**src/rtl/tlc5940_pkg.sv**
```systemverilog
// Shared defaults and latch classification for the TLC5940-style serial receiver.
package tlc5940_pkg;

  localparam int TLC_CHANNELS = 16;
  localparam int TLC_GS_WIDTH = 12;
  localparam int TLC_DC_WIDTH = 6;

  function automatic int frame_bits(input int channels, input int width);
    return channels * width;
  endfunction

  localparam int GS_FRAME_BITS = frame_bits(TLC_CHANNELS, TLC_GS_WIDTH);
  localparam int DC_FRAME_BITS = frame_bits(TLC_CHANNELS, TLC_DC_WIDTH);

  typedef enum logic [1:0] {
    LATCH_NONE,
    LATCH_GS,
    LATCH_DC,
    LATCH_ERR
  } latch_e;

  // A latch is only honoured when exactly one full frame of the selected kind was shifted.
  function automatic latch_e latch_decode(input logic mode, input int bit_cnt,
                                          input int gs_bits, input int dc_bits);
    if (!mode && bit_cnt == gs_bits) return LATCH_GS;
    if (mode && bit_cnt == dc_bits) return LATCH_DC;
    return LATCH_ERR;
  endfunction

endpackage

```
**src/rtl/tlc5940_rx_edge_sync.sv**
```systemverilog
// Two-flop synchronizer with a rising-edge detector on the synchronized level.
module edge_sync (
  input  logic clk_i,
  input  logic rst_i,
  input  logic async_i,
  output logic rise_o
);

  logic [2:0] sync_q;

  always_ff @(posedge clk_i) begin
    if (rst_i) sync_q <= '0;
    else       sync_q <= {sync_q[1:0], async_i};
  end

  assign rise_o = sync_q[1] & ~sync_q[2];

endmodule

```
**src/rtl/tlc5940_rx.sv**
```systemverilog
// TLC5940-style receiver: serial GS/DC frame capture, latch validation and PWM channel outputs.
module tlc5940_rx
  import tlc5940_pkg::*;
#(
  parameter int CHANNELS = TLC_CHANNELS,
  parameter int GS_WIDTH = TLC_GS_WIDTH,
  parameter int DC_WIDTH = TLC_DC_WIDTH
) (
  input  logic                clock,
  input  logic                reset,
  input  logic                led_sclk,
  input  logic                led_sin,
  input  logic                led_mode,
  input  logic                led_xlat,
  input  logic                led_blank,
  input  logic                led_gsclk,
  output logic [CHANNELS-1:0] chan_out,
  output logic                led_xerr,
  output logic                gs_update,
  output logic                dc_update
);

  localparam int GsBits = frame_bits(CHANNELS, GS_WIDTH);
  localparam int DcBits = frame_bits(CHANNELS, DC_WIDTH);
  localparam int CntW   = $clog2(GsBits + 2);
  localparam int PwmW   = GS_WIDTH + 1;
  localparam logic [CntW-1:0] CntMax = CntW'(GsBits + 1);
  localparam logic [PwmW-1:0] PwmMax = {1'b1, {GS_WIDTH{1'b0}}};

  logic sclk_rise, xlat_rise, gsclk_rise;
  logic [2:0] dsync1_q, dsync2_q;
  logic sin_s, mode_s, blank_s;

  logic [GsBits-1:0]   sr_q, sr_d;
  logic [CntW-1:0]     cnt_q, cnt_d;
  logic [GsBits-1:0]   gs_q, gs_d;
  logic [DcBits-1:0]   dc_q, dc_d;
  logic                xerr_q, xerr_d;
  logic                gs_upd_q, gs_upd_d;
  logic                dc_upd_q, dc_upd_d;
  logic [PwmW-1:0]     pwm_q, pwm_d;
  logic [CHANNELS-1:0] chan_q, chan_d;
  latch_e              latch;

  edge_sync u_sync_sclk  (.clk_i(clock), .rst_i(reset), .async_i(led_sclk),  .rise_o(sclk_rise));
  edge_sync u_sync_xlat  (.clk_i(clock), .rst_i(reset), .async_i(led_xlat),  .rise_o(xlat_rise));
  edge_sync u_sync_gsclk (.clk_i(clock), .rst_i(reset), .async_i(led_gsclk), .rise_o(gsclk_rise));

  assign sin_s   = dsync2_q[0];
  assign mode_s  = dsync2_q[1];
  assign blank_s = dsync2_q[2];

  // The shift is applied first so a coincident xlat sees the bit it arrived with.
  always_comb begin
    sr_d     = sr_q;
    cnt_d    = cnt_q;
    gs_d     = gs_q;
    dc_d     = dc_q;
    xerr_d   = xerr_q;
    gs_upd_d = 1'b0;
    dc_upd_d = 1'b0;
    latch    = LATCH_NONE;
    if (sclk_rise) begin
      sr_d = {sr_q[GsBits-2:0], sin_s};
      if (cnt_q != CntMax) cnt_d = cnt_q + 1'b1;
    end
    if (xlat_rise) begin
      latch = latch_decode(mode_s, int'(cnt_d), GsBits, DcBits);
      case (latch)
        LATCH_GS: begin
          gs_d     = sr_d;
          gs_upd_d = 1'b1;
          xerr_d   = 1'b1;
        end
        LATCH_DC: begin
          dc_d     = sr_d[DcBits-1:0];
          dc_upd_d = 1'b1;
          xerr_d   = 1'b1;
        end
        default: xerr_d = 1'b0;
      endcase
      cnt_d = '0;
    end
  end

  always_comb begin
    pwm_d = pwm_q;
    if (blank_s) pwm_d = '0;
    else if (gsclk_rise && pwm_q != PwmMax) pwm_d = pwm_q + 1'b1;
  end

  always_comb begin
    chan_d = '0;
    for (int i = 0; i < CHANNELS; i++) begin
      chan_d[i] = !blank_s && (pwm_q != '0)
                  && (pwm_q <= {1'b0, gs_q[i*GS_WIDTH +: GS_WIDTH]})
                  && (dc_q[i*DC_WIDTH +: DC_WIDTH] != '0);
    end
  end

  always_ff @(posedge clock) begin
    if (reset) begin
      dsync1_q <= '0;
      dsync2_q <= '0;
      sr_q     <= '0;
      cnt_q    <= '0;
      gs_q     <= '0;
      dc_q     <= '1;
      xerr_q   <= 1'b1;
      gs_upd_q <= 1'b0;
      dc_upd_q <= 1'b0;
      pwm_q    <= '0;
      chan_q   <= '0;
    end else begin
      dsync1_q <= {led_blank, led_mode, led_sin};
      dsync2_q <= dsync1_q;
      sr_q     <= sr_d;
      cnt_q    <= cnt_d;
      gs_q     <= gs_d;
      dc_q     <= dc_d;
      xerr_q   <= xerr_d;
      gs_upd_q <= gs_upd_d;
      dc_upd_q <= dc_upd_d;
      pwm_q    <= pwm_d;
      chan_q   <= chan_d;
    end
  end

  assign chan_out  = chan_q;
  assign led_xerr  = xerr_q;
  assign gs_update = gs_upd_q;
  assign dc_update = dc_upd_q;

endmodule

```
**config.mk**
```make
export PLATFORM = sky130hd
export DESIGN_NAME = tlc5940_rx
export DESIGN_NICKNAME = d
export VERILOG_FILES = /design/src/rtl/tlc5940_pkg.sv /design/src/rtl/tlc5940_rx_edge_sync.sv /design/src/rtl/tlc5940_rx.sv
export SDC_FILE = /design/constraint.sdc
export NUM_CORES = 1
export LEC_CHECK = 0
export CAP_MARGIN = 20
export CELL_PAD_IN_SITES_DETAIL_PLACEMENT = 2
export CELL_PAD_IN_SITES_GLOBAL_PLACEMENT = 2
export CORE_MARGIN = 5
export CORE_UTILIZATION = 43
export DETAILED_ROUTE_END_ITERATION = 8
export GPL_TIMING_DRIVEN = 0
export PLACE_DENSITY_LB_ADDON = 0.1
export SLEW_MARGIN = 40
export SYNTH_ARGS = -nofsm -noshare
export SYNTH_HDL_FRONTEND = slang
export SYNTH_SLANG_ARGS = --single-unit
```
**constraint.sdc**
```tcl
create_clock -name clock -period 6.1 [get_ports clock]
set_input_delay 1.22 -clock clock [delete_from_list [all_inputs] [get_ports clock]]
set_output_delay 1.22 -clock clock [all_outputs]
set_load 0.01 [all_outputs]
```
* Word level (Yosys, flattened, before mapping) *
Cells that the tools add are included.

word-level totals
  register bits after elaboration = 535
  input bits = 8

operators by class
  $lt $le $gt $ge = 16
  bitwise operators = 7
  add/subtract/negate cells = 2
  equal/unequal tests = 6
  multiplexer cells = 16
  reductions and logical operators = 61

operators by type and width
  kind                     count
  $le A13 B12 Y1           16
  $mux W192                1
  $reduce_bool A6 Y1       16
  $logic_and A1 B1 Y1      36
  $mux W8                  2
  $add A13 B1 Y13 const B  1
  $ne A13 B13 Y1 const B   1
  $reduce_bool A13 Y1      1
  $mux W2                  5
  $add A8 B1 Y8 const B    1
  $eq A8 B7 Y1 const B     1
  $eq A8 B8 Y1 const B     1
  $mux W1                  8
  $ne A8 B8 Y1 const B     1
  $reduce_or A2 Y1         4
  $not A1 Y1               4
  $reduce_and A2 Y1        2
  $and A1 B1 Y1            3
  $eq A2 B1 Y1 const B     1
  $eq A2 B2 Y1 const B     1
  $logic_not A1 Y1         2

* Depth between registers and ports, before layout *
Gate-level depths: netlist of the first run.

  depth after elaboration = 15
  depth in mapped cells = 11
  gate-level depth less buffers = 8

* Hierarchy *
From an unflattened synthesis of the first run, not the netlist that was laid out.

second synthesis, totals
  cell total of the unflattened synthesis = 2605
  area, all modules = 24687.4 um^2

by module, submodules not included
  module      times used  cells each  seq. area each (um^2)  area an instance (um^2)
  tlc5940_rx  1           2584        10530.1                24424.7
  edge_sync   3           7           60.1                   87.6

* Worst setup path after synthesis of the first run *
Ideal clock, no wire load.

  path kind = register to register
  start point = register cnt_q[0]
  end point = register gs_q[148]
  slack = 3626 ps
  cell stages (with the launch flop) = 10
  data arrival time = 2352 ps
  cell sequence = dfxtp_1 ha_1 nand3b_1 nor4_1 o211ai_1 or4b_1 buf_2 buf_6 buf_6 mux2_4

between the ends
  cells in the longest elaborated chain, start to end = 13
  elaborated cells on any way between the ends = 19

RTL lines
  what                                                  RTL line           text
  start: declaration                                    tlc5940_rx.sv:35   logic [CntW-1:0] cnt_q, cnt_d;
  start signal: assignment                              tlc5940_rx.sv:118  cnt_q <= cnt_d;
  $add A8 B1 Y8 / $ne A8 B8 Y1 (equally long branches)  tlc5940_rx.sv:65   if (cnt_q != CntMax) cnt_d = cnt_q + 1'b1;
  $mux W8                                               tlc5940_rx.sv:65
  $mux W8 *                                             tlc5940_rx.sv:63   if (sclk_rise) begin
  $eq A8 B8 Y1                                          tlc5940_pkg.sv:26  if (mode && bit_cnt == dc_bits) return LATCH_DC;
  $logic_and A1 B1 Y1                                   tlc5940_pkg.sv:26
  $mux W1 (2 in a row)                                  tlc5940_pkg.sv:26
  $mux W1                                               tlc5940_rx.sv:67   if (xlat_rise) begin
  $mux W2                                               tlc5940_pkg.sv:27  return LATCH_ERR;
  $mux W2 *                                             tlc5940_pkg.sv:26
  $mux W2 *                                             tlc5940_rx.sv:67
  $eq A2 B1 Y1 *                                        tlc5940_rx.sv:69   case (latch)
  $reduce_and A2 Y1 (no source line) *                  n/a
  end signal: assignment                                tlc5940_rx.sv:119  gs_q <= gs_d;
  end: declaration                                      tlc5940_rx.sv:36   logic [GsBits-1:0] gs_q, gs_d;

Mark *: on every way between the ends. The rest lies on a longest branch, timed or not. The select of a mux whose other input is x is not followed.
A chain may end at the register's enable or synchronous reset.

* Worst setup path in the final report of the first run *
  start point = register cnt_q[0]
  end point = register dc_q[6]

between the ends
  cells in the longest elaborated chain, start to end = 13
  elaborated cells on any way between the ends = 19

RTL lines
  what                                                  RTL line           text
  $add A8 B1 Y8 / $ne A8 B8 Y1 (equally long branches)  tlc5940_rx.sv:65
  $mux W8                                               tlc5940_rx.sv:65
  $mux W8 *                                             tlc5940_rx.sv:63
  $eq A8 B8 Y1                                          tlc5940_pkg.sv:26
  $logic_and A1 B1 Y1                                   tlc5940_pkg.sv:26
  $mux W1 (2 in a row)                                  tlc5940_pkg.sv:26
  $mux W1                                               tlc5940_rx.sv:67
  $mux W2                                               tlc5940_pkg.sv:27
  $mux W2 *                                             tlc5940_pkg.sv:26
  $mux W2 *                                             tlc5940_rx.sv:67
  $eq A2 B2 Y1 *                                        tlc5940_rx.sv:69
  $reduce_and A2 Y1 (no source line) *                  n/a
  end signal: assignment                                tlc5940_rx.sv:108  dc_q <= '1;
  end signal: assignment                                tlc5940_rx.sv:120  dc_q <= dc_d;
  end: declaration                                      tlc5940_rx.sv:37   logic [DcBits-1:0] dc_q, dc_d;

Marked as above.

==> reports/results.ini, run 1 <==
[sta]
rsz0062_at_grt = false
tns_ns = 0
max_slew_margin_pct = 41.76
hold_viol_final = 0
finalMaxSlewViolations = 0
worst_slew_pin_slew_ns = 0.8736
max_freq_ghz = 0.2991
finClkSkew_ns = 0.02679
period_needed_ns = 3.344
period_share_pct = 54.81
setup_viol_count_final = 0

[logic_synthesis]
synth_edf_count = 0
async_flop_share_pct = 0
yosysWarningCount = 0
netlist_area_um2 = 23730
synth_ff_type = dfxtp_1
postSynthCellCount = 2593
synth.avg_cell_area_um2 = 9.153
syn_nets = 2797
ys_ff_latch = 535
ys_seq_area_share_pct = 45.13
yosysUniqueCellTypes = 50

[floorplanning]
ios = 27
start_util_pct = 43.25
num_rows = 86
die_area_um2 = 59990
die_h_um = 244.9
die-width_um = 244.9
core_area_um2 = 54880

[setup_path]
critPathKind = reg2reg
endpoint_kind = flop
critPathLaunch = cnt_q[0]
reg2reg_from = cnt_q[0]
crit_required_ns = 6.58
cp_max_fo = 10
critical_path_arrival_ns = 3.82
start_kind = flop

[hold_path]
min_from = dsync1_q[1]
hp-class = reg2reg

[layout]
fin_area_um2 = 27080
drive_gt1_share_pct = 9.630
syn_to_final_growth_pct = 14.08
nets = 2888

[clock_tree]
cts_inserted_buffers = 58
cts_sinks = 535
cts_root_buffer = clkbuf_16
path_clk_slew_ns = 0.06
clock_path_buffers = 3
cts-resized-gates = 0
clk-insertion-delay-late_ns = 0.64
htreeDepth = 2
cts_tree = built
cts_hold_buf = 0
cts_setup_buffers = 0

[routing]
ant_nets = 0
avgViaCountPerCell = 5.752
post_drt_wl_per_cell_um = 24.02
via_count = 19771
dr.first_iter.drc_count = 886
drc = 0
totalWireLength_mm = 82.57
drtPass1Iterations = 5

[place]
place_area_um2 = 25050
place_congestion = 0.7888
portBuffers = 26
dpl.hpwl_mm = 54.70

[flow_run]
cap_violations = 0

[pwr]
ir_drop_uv = 216.1
p_leak_nw = 9.979
power_density_nw_per_um2 = 276.5

[grt]
grt-ovfl-total = 0
grt_pass1_vias = 22201
grt_pass1_wl_mm = 129.1
grt_max_degree = 24
antenna_found_initial = 3
track_usage_pct = 27.22

[run_status]
status = finished, final reports clean

[state kept, by name, indices dropped and copies added (netlist names)]
name                 count
led_xerr                 1
pwm_q                   13
dc_q                    96
sr_q                   192
dc_update                1
u_sync_gsclk.sync_q      3
u_sync_sclk.sync_q       3
gs_update                1
dsync2_q                 3
gs_q                   192
u_sync_xlat.sync_q       3
cnt_q                    8
chan_out                16
dsync1_q                 3
[worst max-delay path, cell delays in order, from the launching register on]
cell and delay, ns:
dfxtp_1 0.46, ha_1 0.23, nand3b_1 0.21, o21ai_0 0.33, nand4_1 0.22, nor4_1 0.55, clkbuf_2 0.49, clkbuf_1 0.49
a31oi_1 0.20
[cells by family (layout without fill, tap and decap cells)]
kind of cell | count (synthesis) | in the layout | share of synthesized area (%)
AOI/OAI and AO/OA | 481 | 481 | 12.86
adders and majority gates | 196 | 196 | 10.33
xor gates and xnor gates | 15 | 15 | 0.5536
DFF | 535 | 535 | 45.13
other | 0 | 2 | 0
muxes | 188 | 188 | 9.025
buffers and inverters | 357 | 495 | 5.968
and+or+nand+nor | 821 | 821 | 16.13
[cells in the final DEF, fill, tap and decap left out, drive strengths merged, types with 52 or more instances in the layout]
master | netlist | routed
nor3 | 116 | 116
inv | 184 | 186
nand3 | 104 | 104
a31oi | 96 | 96
nor2 | 225 | 225
buf | 49 | 54
o31ai | 96 | 96
dfxtp | 535 | 535
nor2b | 52 | 52
nand2 | 215 | 215
ha | 196 | 196
a21oi | 165 | 165
mux2 | 88 | 88
clkbuf | 123 | 208
mux2i | 100 | 100
[final timing paths]
check                      to  cells after the start  slack (ns)
setup reg to reg      dc_q[6]                      8        2.76
hold reg to reg   dsync2_q[1]                      1        0.45
setup / recovery      dc_q[6]                      8        2.76
hold / removal    dsync2_q[1]                      1        0.45
[final cells by class]
| cell class | count | area, um2 |
|---|---|---|
| inverters | 185 | 694.4 |
| well taps | 704 | 880.8 |
| fillers | 5797 | 27800 |
| clock inverters | 22 | 326.6 |
| plain buffers | 172 | 743.2 |
| clock buffers | 85 | 1694 |
| diodes | 2 | 5.005 |
| repair buffers | 31 | 372.9 |
| flip-flops and latches | 535 | 10740 |
| multi-input cells | 1701 | 11620 |
[cell usage after synthesis, drive strengths merged (15+ instances only)]
cell type	count	area [um2]
buf	49	260.3
a211oi	25	187.7
clkbuf	123	461.7
mux2	88	1141
dfxtp	535	10710
o31ai	96	720.7
nor4	18	112.6
o2111ai	15	131.4
nand3	104	520.5
nand2	215	807.0
nor3	116	580.6
nor2b	52	325.3
a21oi	165	825.8
nand4	39	244.0
and4	17	148.9
nand2b	17	106.4
inv	184	690.7
mux2i	100	1001
a21o	16	120.1
a221oi	15	131.4
nor2	225	844.6
o21ai	37	185.2
a31oi	96	615.6
ha	196	2452
[metal layers]
layer	up-vias	track usage, %	share of wire (%)
met4	2	11.24	4.4
met3	184	3.648	4.0
li1	9303	-	-
met1	9901	32.42	41
met2	381	49.40	50
met5	-	0	0.0085
[power by group]
part           internal, mW  switching [mW]
clock network          2.22            1.53
registers              3.50         0.00546
logic                0.0545           0.174
[stage by stage]
step	cells	utilization [%]	hold slack [ns]	power, mW	worst slack (ns)
after CTS	3435	49.33	0.4502	7.542	2.762
after global placement	3323	45.33	0.4150	3.802	1.566
after detailed placement	3328	45.65	0.4345	3.807	2.312
after floorplan	2593	-	0.4138	3.711	3.626
final	3437	49.34	0.4475	7.486	2.756
after global routing	3435	49.33	0.4631	7.700	2.474
Power figures use the tool's default switching activity.
==> run 2, diff against run 1 <==
Settings changed: CORE_UTILIZATION 43 to 36.
Clock period 6.1 ns to 2.8 ns, I/O delays scaled along.
==> reports/results.ini, run 2 (synthesis results as in run 1) <==
[routing]
drtPass1Iterations = 5
avgViaCountPerCell = 5.350
totalWireLength_mm = 81.98
dr.first_iter.drc_count = 705
via_count = 19330
ant_nets = 0
drc = 0
post_drt_wl_per_cell_um = 22.69

[setup_path]
reg2reg_from = cnt_q[1]
start_kind = flop
cp_max_fo = 6
critical_path_arrival_ns = 3.33
max_stage_delay_ns = 0.63
endpoint_kind = flop
cp_cell_sequence = ha_4 -> nand3b_1 -> buf_4 -> or3_4 -> nand4_1 -> or4b_4 -> buf_12 -> clkbuf_16 -> buf_12 -> mux2_4
critPathSlowestCell = or4b_4
crit_required_ns = 3.31
r2r_cells = 10
critPathKind = reg2reg
r2r-end = gs_q[151]
worst-r2r-setup-slack_ns = -0.02
crit_family = simple AND/OR/NAND/NOR gates
critPathMostFrequentCell = buf_12
crit_buf_inv = 4

[sta]
setup_viol_count_final = 46
hold_viol_final = 0
period_needed_ns = 2.822
rsz0062_at_grt = true
max_slew_margin_pct = 42.79
max_freq_ghz = 0.3544
period_share_pct = 100.8
worst_slack_ns = -0.02183
worst_slew_pin_slew_ns = 0.8581
finClkSkew_ns = 0.01763
finalMaxSlewViolations = 0
tns_ns = -0.3599

[grt]
track_usage_pct = 22.37
grt_max_degree = 24
met1_usage_pct = 27.77
grt_busiest_layer = met2
grt_pass1_wl_mm = 126.1
gr-usage-met2_pct = 41.15
met3_usage_pct = 2.424
grt_pass1_vias = 21477
grt-ovfl-total = 0
antenna_found_initial = 0

[floorplanning]
start_util_pct = 36.16
num_rows = 94
die_area_um2 = 71160
core_area_um2 = 65630
die_h_um = 266.8
ios = 27
die-width_um = 266.8

[flow_run]
cap_violations = 0

[clock_tree]
cts_tree = built
cts_root_buffer = clkbuf_16
htreeDepth = 2
path_clk_slew_ns = 0.06
cts_sinks = 535
cts_hold_buf = 0
clock_path_buffers = 3
clk-insertion-delay-late_ns = 0.63
cts_inserted_buffers = 60

[layout]
final_cell_mix = dfxtp_1 (522), nor2_1 (225), nand2_1 (215)
final_common_cell = dfxtp_1
reg_top3 = gs_q x192, sr_q x192, dc_q x96
n_antenna_cell = 0
syn_to_final_growth_pct = 18.05
drive_gt1_share_pct = 12.19
nets = 2907

[hold_path]
min_from = dsync1_q[1]
hp-class = reg2reg
holdPathEnd = dsync2_q[1]
hold_path_depth = 1

[pwr]
power_density_nw_per_um2 = 603.9
p_leak_nw = 10.40
ir_drop_uv = 437.0

[run_status]
violations = negative setup slack
status = finished, violations left

[place]
place_congestion = 0.7491
dpl.hpwl_mm = 55.37
portBuffers = 26
pre_cts_slack_ns = -0.8051

## run 2: worst reg2reg max path, cell delays in order, from the launching register on
cell and delay, ns:
dfxtp_4 0.37, ha_4 0.17, nand3b_1 0.22, buf_4 0.17, or3_4 0.11, nand4_1 0.22, or4b_4 0.63, buf_12 0.18
clkbuf_16 0.20, buf_12 0.15, mux2_4 0.30
## run 2: metrics by stage
stage	cell area [um2]	utilization (%)	hold slack, ns	std cells	power, mW
after global routing	28020	42.69	0.4545	3613	17.48
after detailed placement	25260	38.49	0.4341	3488	8.307
after global placement	25080	38.21	0.4162	3483	8.299
after CTS	27590	42.04	0.4481	3597	17.13
after floorplan	23730	-	0.4138	2593	8.085
final	28020	42.69	0.4391	3613	16.92
## run 2: how the worst max path moves through the flow
stage,cells past startpoint,end,slack (ns),startpoint
after floorplan,9,gs_q[148],0.33,cnt_q[0]
after global placement,7,chan_out[13],-1.79,pwm_q[0]
after detailed placement,6,dc_q[61],-0.81,reset
after CTS,10,gs_q[152],0.004,cnt_q[0]
after global routing,10,gs_q[86],-0.10,cnt_q[0]
final,10,gs_q[151],-0.02,cnt_q[1]
## run 2: area by class of cell
type | count | area, um2
Fill cell | 7011 | 37610
Sequential cell | 535 | 10750
Clock buffer | 82 | 1725
Clock inverter | 26 | 457.9
Inverter | 185 | 698.2
Multi-Input combinational cell | 1701 | 11710
Timing Repair Buffer | 50 | 698.2
Buffer | 170 | 894.6
Tap cell | 864 | 1081
## run 2: timing repair
action,CTS,global route
buffers inserted,2,9
endpoints found under the hold margin,0,0
pin swaps,2,7
gates cloned,0,8
endpoints found under the setup margin,298,286
gates resized for setup,50,62
## run 2: power breakdown
| group | internal, mW | switching [mW] | leakage (nW) | total (mW) |
|---|---|---|---|---|
| registers | 7.62 | 0.0110 | 4.32 | 7.63 |
| clock network | 5.47 | 3.31 | 1.08 | 8.78 |
| logic | 0.123 | 0.385 | 5.00 | 0.508 |
## run 2: metal layers
layer  part of all wire (%)  vias to the layer above
met4                    2.7                        0
met1                     44                     9658
met5                      0                        -
met2                     51                      215
li1                       -                     9330
met3                    2.5                      127
